`config.mk`:
```
export PLATFORM = sky130hd
export DESIGN_NAME = branch_ctrl
export DESIGN_NICKNAME = d
export VERILOG_FILES = /design/src/rtl/branch_ctrl_pkg.sv /design/src/rtl/flag_rf.sv /design/src/rtl/branch_ctrl.sv
export SDC_FILE = /design/constraint.sdc
export NUM_CORES = 1
export LEC_CHECK = 0
export ABC_AREA = 0
export ABC_CLOCK_PERIOD_IN_PS = 2870
export CORE_MARGIN = 4
export CORE_UTILIZATION = 40
export CTS_CLUSTER_DIAMETER = 30
export CTS_CLUSTER_SIZE = 12
export DETAILED_ROUTE_END_ITERATION = 10
export PLACE_DENSITY = 0.7
export REMOVE_ABC_BUFFERS = 1
export SKIP_LAST_GASP = 1
export SYNTH_ARGS = -nofsm -noshare
export SYNTH_HDL_FRONTEND = slang
export SYNTH_HIERARCHICAL = 1
export SYNTH_SLANG_ARGS = --single-unit
export TNS_END_PERCENT = 20
```
`constraint.sdc`:
```
create_clock -name clk -period 2.87 [get_ports clk]
set_input_delay 0.574 -clock clk [delete_from_list [all_inputs] [get_ports clk]]
set_output_delay 0.574 -clock clk [all_outputs]
set_load 0.05 [all_outputs]
```
`src/rtl/branch_ctrl_pkg.sv`:
```
// Shared definitions for the branch controller and its flag register file.
// Holds the branch condition encodings, the controller state encoding and a
// helper that says whether a condition needs the ALU flags at all.
package branch_ctrl_pkg;

  localparam logic [3:0] CondEqual          = 4'd0;
  localparam logic [3:0] CondLess           = 4'd1;
  localparam logic [3:0] CondGreater        = 4'd2;
  localparam logic [3:0] CondGreaterOrEqual = 4'd3;
  localparam logic [3:0] CondAlways         = 4'd4;

  typedef enum logic [2:0] {
    StIdle,
    StWait,
    StEval,
    StResolve,
    StFlush
  } state_e;

  // True for the four conditions that are decided by flag_rf.
  function automatic logic cond_uses_flags(input logic [3:0] cond);
    return (cond == CondEqual) || (cond == CondLess) ||
           (cond == CondGreater) || (cond == CondGreaterOrEqual);
  endfunction

endpackage

```
`src/rtl/flag_rf.sv`:
```
// Flag register file: evaluates a branch condition against z/v/n and
// registers the result.
//   clk  : clock
//   cond : condition code
//   z/v/n: zero, overflow, negative flags
//   out  : registered condition result (no reset; sampled only when valid)
module flag_rf
  import branch_ctrl_pkg::*;
(
  input  logic       clk,
  input  logic [3:0] cond,
  input  logic       z,
  input  logic       v,
  input  logic       n,
  output logic       out
);

  logic w_eval;

  always_comb begin
    w_eval = 1'b0;
    case (cond)
      CondEqual:          w_eval = z;
      CondLess:           w_eval = n ^ v;
      CondGreater:        w_eval = ~z & ~(n ^ v);
      CondGreaterOrEqual: w_eval = ~(n ^ v);
      default:            w_eval = 1'b0;
    endcase
  end

  always_ff @(posedge clk) begin
    out <= w_eval;
  end

endmodule

```
`src/rtl/branch_ctrl.sv`:
```
// Branch controller: accepts one conditional branch at a time, waits for
// in-flight flag writers, evaluates the condition through flag_rf and issues
// a one-cycle redirect plus a FLUSH_CYCLES-long flush on a taken branch.
//   clk, rst                    : clock, async active-high reset
//   br_valid/br_cond/br_target  : branch from decode; br_ready accepts it
//   flag_busy                   : older flag-setting instruction in flight
//   flag_we, z, v, n            : ALU flag write
//   stall                       : hold upstream stages
//   resolved/taken              : one-cycle decision pulse and outcome
//   redirect/redirect_pc        : one-cycle PC load
//   flush                       : squash younger instructions
module branch_ctrl
  import branch_ctrl_pkg::*;
#(
  parameter int unsigned PC_W         = 16,
  parameter int unsigned FLUSH_CYCLES = 2
) (
  input  logic            clk,
  input  logic            rst,
  input  logic            br_valid,
  input  logic [3:0]      br_cond,
  input  logic [PC_W-1:0] br_target,
  output logic            br_ready,
  input  logic            flag_busy,
  input  logic            flag_we,
  input  logic            z,
  input  logic            v,
  input  logic            n,
  output logic            stall,
  output logic            resolved,
  output logic            taken,
  output logic            redirect,
  output logic [PC_W-1:0] redirect_pc,
  output logic            flush
);

  localparam logic [3:0] FlushLoad = 4'(FLUSH_CYCLES - 1);

  state_e          r_state, w_state_next;
  logic [2:0]      r_hold;     // {z,v,n}
  logic [2:0]      r_snap;     // {z,v,n} frozen for flag_rf
  logic [3:0]      r_cond;
  logic [PC_W-1:0] r_target;
  logic [3:0]      r_cnt;
  logic [2:0]      w_flags_now;
  logic            w_accept;
  logic            w_rf_out;
  logic            w_outcome;

  assign w_accept    = br_valid && (r_state == StIdle);
  // Same-cycle flag write bypasses the hold register.
  assign w_flags_now = flag_we ? {z, v, n} : r_hold;
  // Forced outcomes never look at flag_rf.
  assign w_outcome   = (r_cond == CondAlways) ? 1'b1 :
                       cond_uses_flags(r_cond) ? w_rf_out : 1'b0;

  // State register
  always_ff @(posedge clk or posedge rst) begin
    if (rst) r_state <= StIdle;
    else     r_state <= w_state_next;
  end

  // Next-state logic
  always_comb begin
    w_state_next = r_state;
    unique case (r_state)
      StIdle: begin
        if (br_valid) begin
          if (!cond_uses_flags(br_cond)) w_state_next = StResolve;
          else if (flag_busy)            w_state_next = StWait;
          else                           w_state_next = StEval;
        end
      end
      StWait:    if (!flag_busy) w_state_next = StEval;
      StEval:    w_state_next = StResolve;
      StResolve: w_state_next = (w_outcome && (FLUSH_CYCLES > 1)) ? StFlush : StIdle;
      StFlush:   if (r_cnt == 4'd1) w_state_next = StIdle;
      default:   w_state_next = StIdle;
    endcase
  end

  // Datapath registers
  always_ff @(posedge clk or posedge rst) begin
    if (rst) begin
      r_hold   <= '0;
      r_snap   <= '0;
      r_cond   <= '0;
      r_target <= '0;
      r_cnt    <= '0;
    end else begin
      if (flag_we) r_hold <= {z, v, n};
      if (w_accept) begin
        r_cond   <= br_cond;
        r_target <= br_target;
      end
      if ((w_state_next == StEval) && (r_state != StEval)) r_snap <= w_flags_now;
      if (r_state == StResolve)    r_cnt <= FlushLoad;
      else if (r_state == StFlush) r_cnt <= r_cnt - 4'd1;
    end
  end

  // Output logic
  always_comb begin
    br_ready    = 1'b0;
    stall       = 1'b1;
    resolved    = 1'b0;
    taken       = 1'b0;
    redirect    = 1'b0;
    redirect_pc = '0;
    flush       = 1'b0;
    unique case (r_state)
      StIdle: begin
        br_ready = 1'b1;
        stall    = br_valid;
      end
      StResolve: begin
        resolved = 1'b1;
        taken    = w_outcome;
        redirect = w_outcome;
        flush    = w_outcome;
        if (w_outcome) redirect_pc = r_target;
      end
      StFlush: flush = 1'b1;
      default: ;
    endcase
  end

  flag_rf rf_flag (
    .clk  (clk),
    .cond (r_cond),
    .z    (r_snap[2]),
    .v    (r_snap[1]),
    .n    (r_snap[0]),
    .out  (w_rf_out)
  );

endmodule

```
==> results.md <==
* Critical Path End Type: output pin
* R2R setup slack at 1.08 ns
* Reg-to-reg critical path startpoint: r_state[0]
* Worst-Margin Slew at 0.537 ns
* Post-DP HPWL at 2710 um
* Post-CTS setup buffer count at 0
* Fin nets at 217
* Drt first pass iters at 4
* RSZ-0062 raised after global routing: no
* P_sw at 739 uW
* DRC violations left at 0
* Filler cells at 280
* Max Clk Rate at 369 MHz
* Routed wire length per instance at 15.0 um
* Largest net degree at the start of global routing at 34
* Number of I/O pins at 50
* Share of the synthesized area in the top cell type at 51.3%
* H-tree Lvls at 2
* Initial antenna violation count at 0
* Leakage at 1.03 nW
* Layout cells sized above 1 at 19.1%
* Internal power at 1.27 mW
* Most frequent cells in the layout: 33 x dfrtp_1, 29 x clkdlybuf4s50_1, 23 x mux2_1, 19 x buf_12, 17 x and2_1
* Clock latency on the worst-skew pair at 0.28 ns
* Synth area leaders: dfrtp_1 51%, mux2_1 16%, and2_1 6.6%, a21oi_1 2.5%, mux2_2 2.1%
* Vias post-DR at 1,200
* Initial DRC count at 59
* Sequential area share after synthesis at 52.5%
* First-pass GRT wire length at 6240 um
* Drt via density at 5.08
* Starting density of the core at 42.7%
* Final Hold Fails at 0
* Clock tree buffer depth at 2
* # diodes at 0
* Final Cycle Share at 94.4%
* HP Start: r_target[4]
* Max_cap viols at 0
* Root Driver: clkbuf_8
* Fin util at 64.4%
* Clock skew at 0.00692 ns
* Most common cell after layout, fill and taps aside: dfrtp_1
* Reg2Reg Depth at 4
* CP Launch Type: flip-flop
* WHS Path Cells at 1
* WHS Endpoint: r_target[4]
* Setup CP Type: reg2out
* Status: completed
* GR Util All Layers at 15.6%
* Post-cts resize count at 0
* Total power at 2.01 mW
* Reg2reg end: r_target[0]
* CP Max Fanout at 20
* Final slew viol count at 0
* Final wirelength at 3530 um
* Worst Hold Class: reg2reg
* Area Growth Syn to Fin at 50.9%
* Combinational share of power at 41.7%
* GRT Residual Overflow at 0
* Required time of the critical path at 2.30 ns
* Synth Warn # at 6
* DIE WIDTH at 71.5 um
* Num rows at 22
* Remaining antenna violation count after routing at 0
* Yosys top cell by area: dfrtp_1
* Share of power burned in registers at 40.3%
* # clock sinks at 34
* Placer Congestion at 0.790
* Hold buffer count at CTS at 0
* Minimum clock period at 2.71 ns
* Cell area after synthesis at 1610 um^2
* Pwr Density at 826 nW/um^2
* TritonCTS clock tree: done
* Die Y at 71.5 um
* Synthesized flop and latch total at 34
* Input/output buffers at 49
* Clock slew at the register clock pins of the worst setup and hold paths at 0.07 ns
* Peak supply drop at 0.000456 V
* Synth Instances at 133
* Distinct cell type count after synthesis at 32
* WP data arrival at 2.14 ns
* Core area at 3770 um^2
* Switching Share at 36.8%
* Vias in the first global route at 1,329
* Clk pwr share at 18.0%
* Slew margin rel. at 63.9%
* Die area at 5110 um^2
* Syn_area_per_cell at 12.1 um^2
* CTS Buf Count at 5
* Final setup viols at 0
[stage by stage]
stage / cells / setup slack (ns) / instance area, um^2 / hold slack [ns] / TNS, ns
2_1_floorplan: 128 / -0.558 / 1580 / 0.436 / -9.43
3_3_place_gp: 228 / 0.529 / 2340 / 0.457 / 0
3_5_place_dp: 228 / 0.451 / 2340 / 0.466 / 0
4_1_cts: 236 / 0.136 / 2430 / 0.481 / 0
5_1_grt: 236 / 0.0459 / 2430 / 0.508 / 0
6_report: 236 / 0.160 / 2430 / 0.480 / 0
[final cells by class]
cell class / instances / area, um^2 / share of cell area (%)
clock inverter: 1 / 5.00 / 0.206
timing repair buffer: 52 / 701 / 28.8
tap: 48 / 60.1 / 2.47
inverter: 6 / 22.5 / 0.927
sequential: 34 / 846 / 34.8
clock buffer: 7 / 86.3 / 3.55
multi-input combinational: 88 / 709 / 29.2
[cell families (layout without fill, tap and decap cells)]
logic type / count (synthesis) / in the layout / synth area share (%)
flip-flops: 34 / 34 / 52.5
AND/OR/NAND/NOR: 37 / 37 / 13.2
XOR/XNOR: 2 / 2 / 1.09
buffers and inverters: 11 / 66 / 3.42
multiplexers: 26 / 26 / 18.2
adder cells (fa/ha/maj): 2 / 2 / 1.55
AO/OA/AOI/OAI: 21 / 21 / 10.0
[per-layer routing]
layer | GRT usage (%) | wire, um | up-vias
li1 | - | - | 570
met1 | 17.1 | 1340 | 583
met2 | 26.8 | 1910 | 34
met3 | 5.05 | 181 | 13
met4 | 7.93 | 103 | 0
met5 | 0 | 0 | -
[sequential cells by signal, indices dropped and copies added, names as in the netlist]
register / flops
r_target: 16
r_hold: 3
r_state: 3
rf_flag/out: 1
r_snap: 3
r_cond: 4
r_cnt: 4
[cell usage after synthesis (all sizes together)]
cell and n:
nand2 1, a211oi 2, inv 6, o21ai 2, dfrtp 33, ha 2, a21o 1, and2 17
a21oi 8, a2111oi 2, dfxtp 1, a311oi 2, nor2 7, o22ai 1, mux2 26, nor3b 1
clkbuf 1, a211o 1, xor2 2, or3b 1, o32ai 1, or2 1, nor3 4, nor2b 1
buf 4, nand2b 4, o211a 1
[worst max-delay path by stage]
stage	startpoint	endpoint	slack, ns	cells after the start
finish	r_cond[1]	redirect_pc[3]	0.16	5
global route	r_cond[1]	redirect_pc[3]	0.05	5
CTS	r_cond[0]	redirect_pc[3]	0.14	5
detailed placement	r_cond[0]	redirect_pc[3]	0.45	5
global placement	r_cond[0]	redirect_pc[4]	0.53	5
floorplan	r_cond[0]	redirect_pc[0]	-0.56	3
[worst max-delay path, stage by stage, from the launching register on]
cell and delay, ns:
dfrtp_1 0.42, or3b_4 0.40, a2111oi_4 0.35, buf_4 0.29
and2_1 0.23, buf_12 0.15
[power by group through the flow]
stage | Clock [mW] | Combinational (mW) | Sequential, mW
2_1_floorplan | 0 | 0.551 | 0.777
3_3_place_gp | 0 | 0.810 | 0.799
3_5_place_dp | 0 | 0.849 | 0.817
4_1_cts | 0.373 | 0.850 | 0.811
5_1_grt | 0.398 | 0.910 | 0.841
6_report | 0.361 | 0.837 | 0.808
No activity file was read; power rests on OpenSTA's default activity.
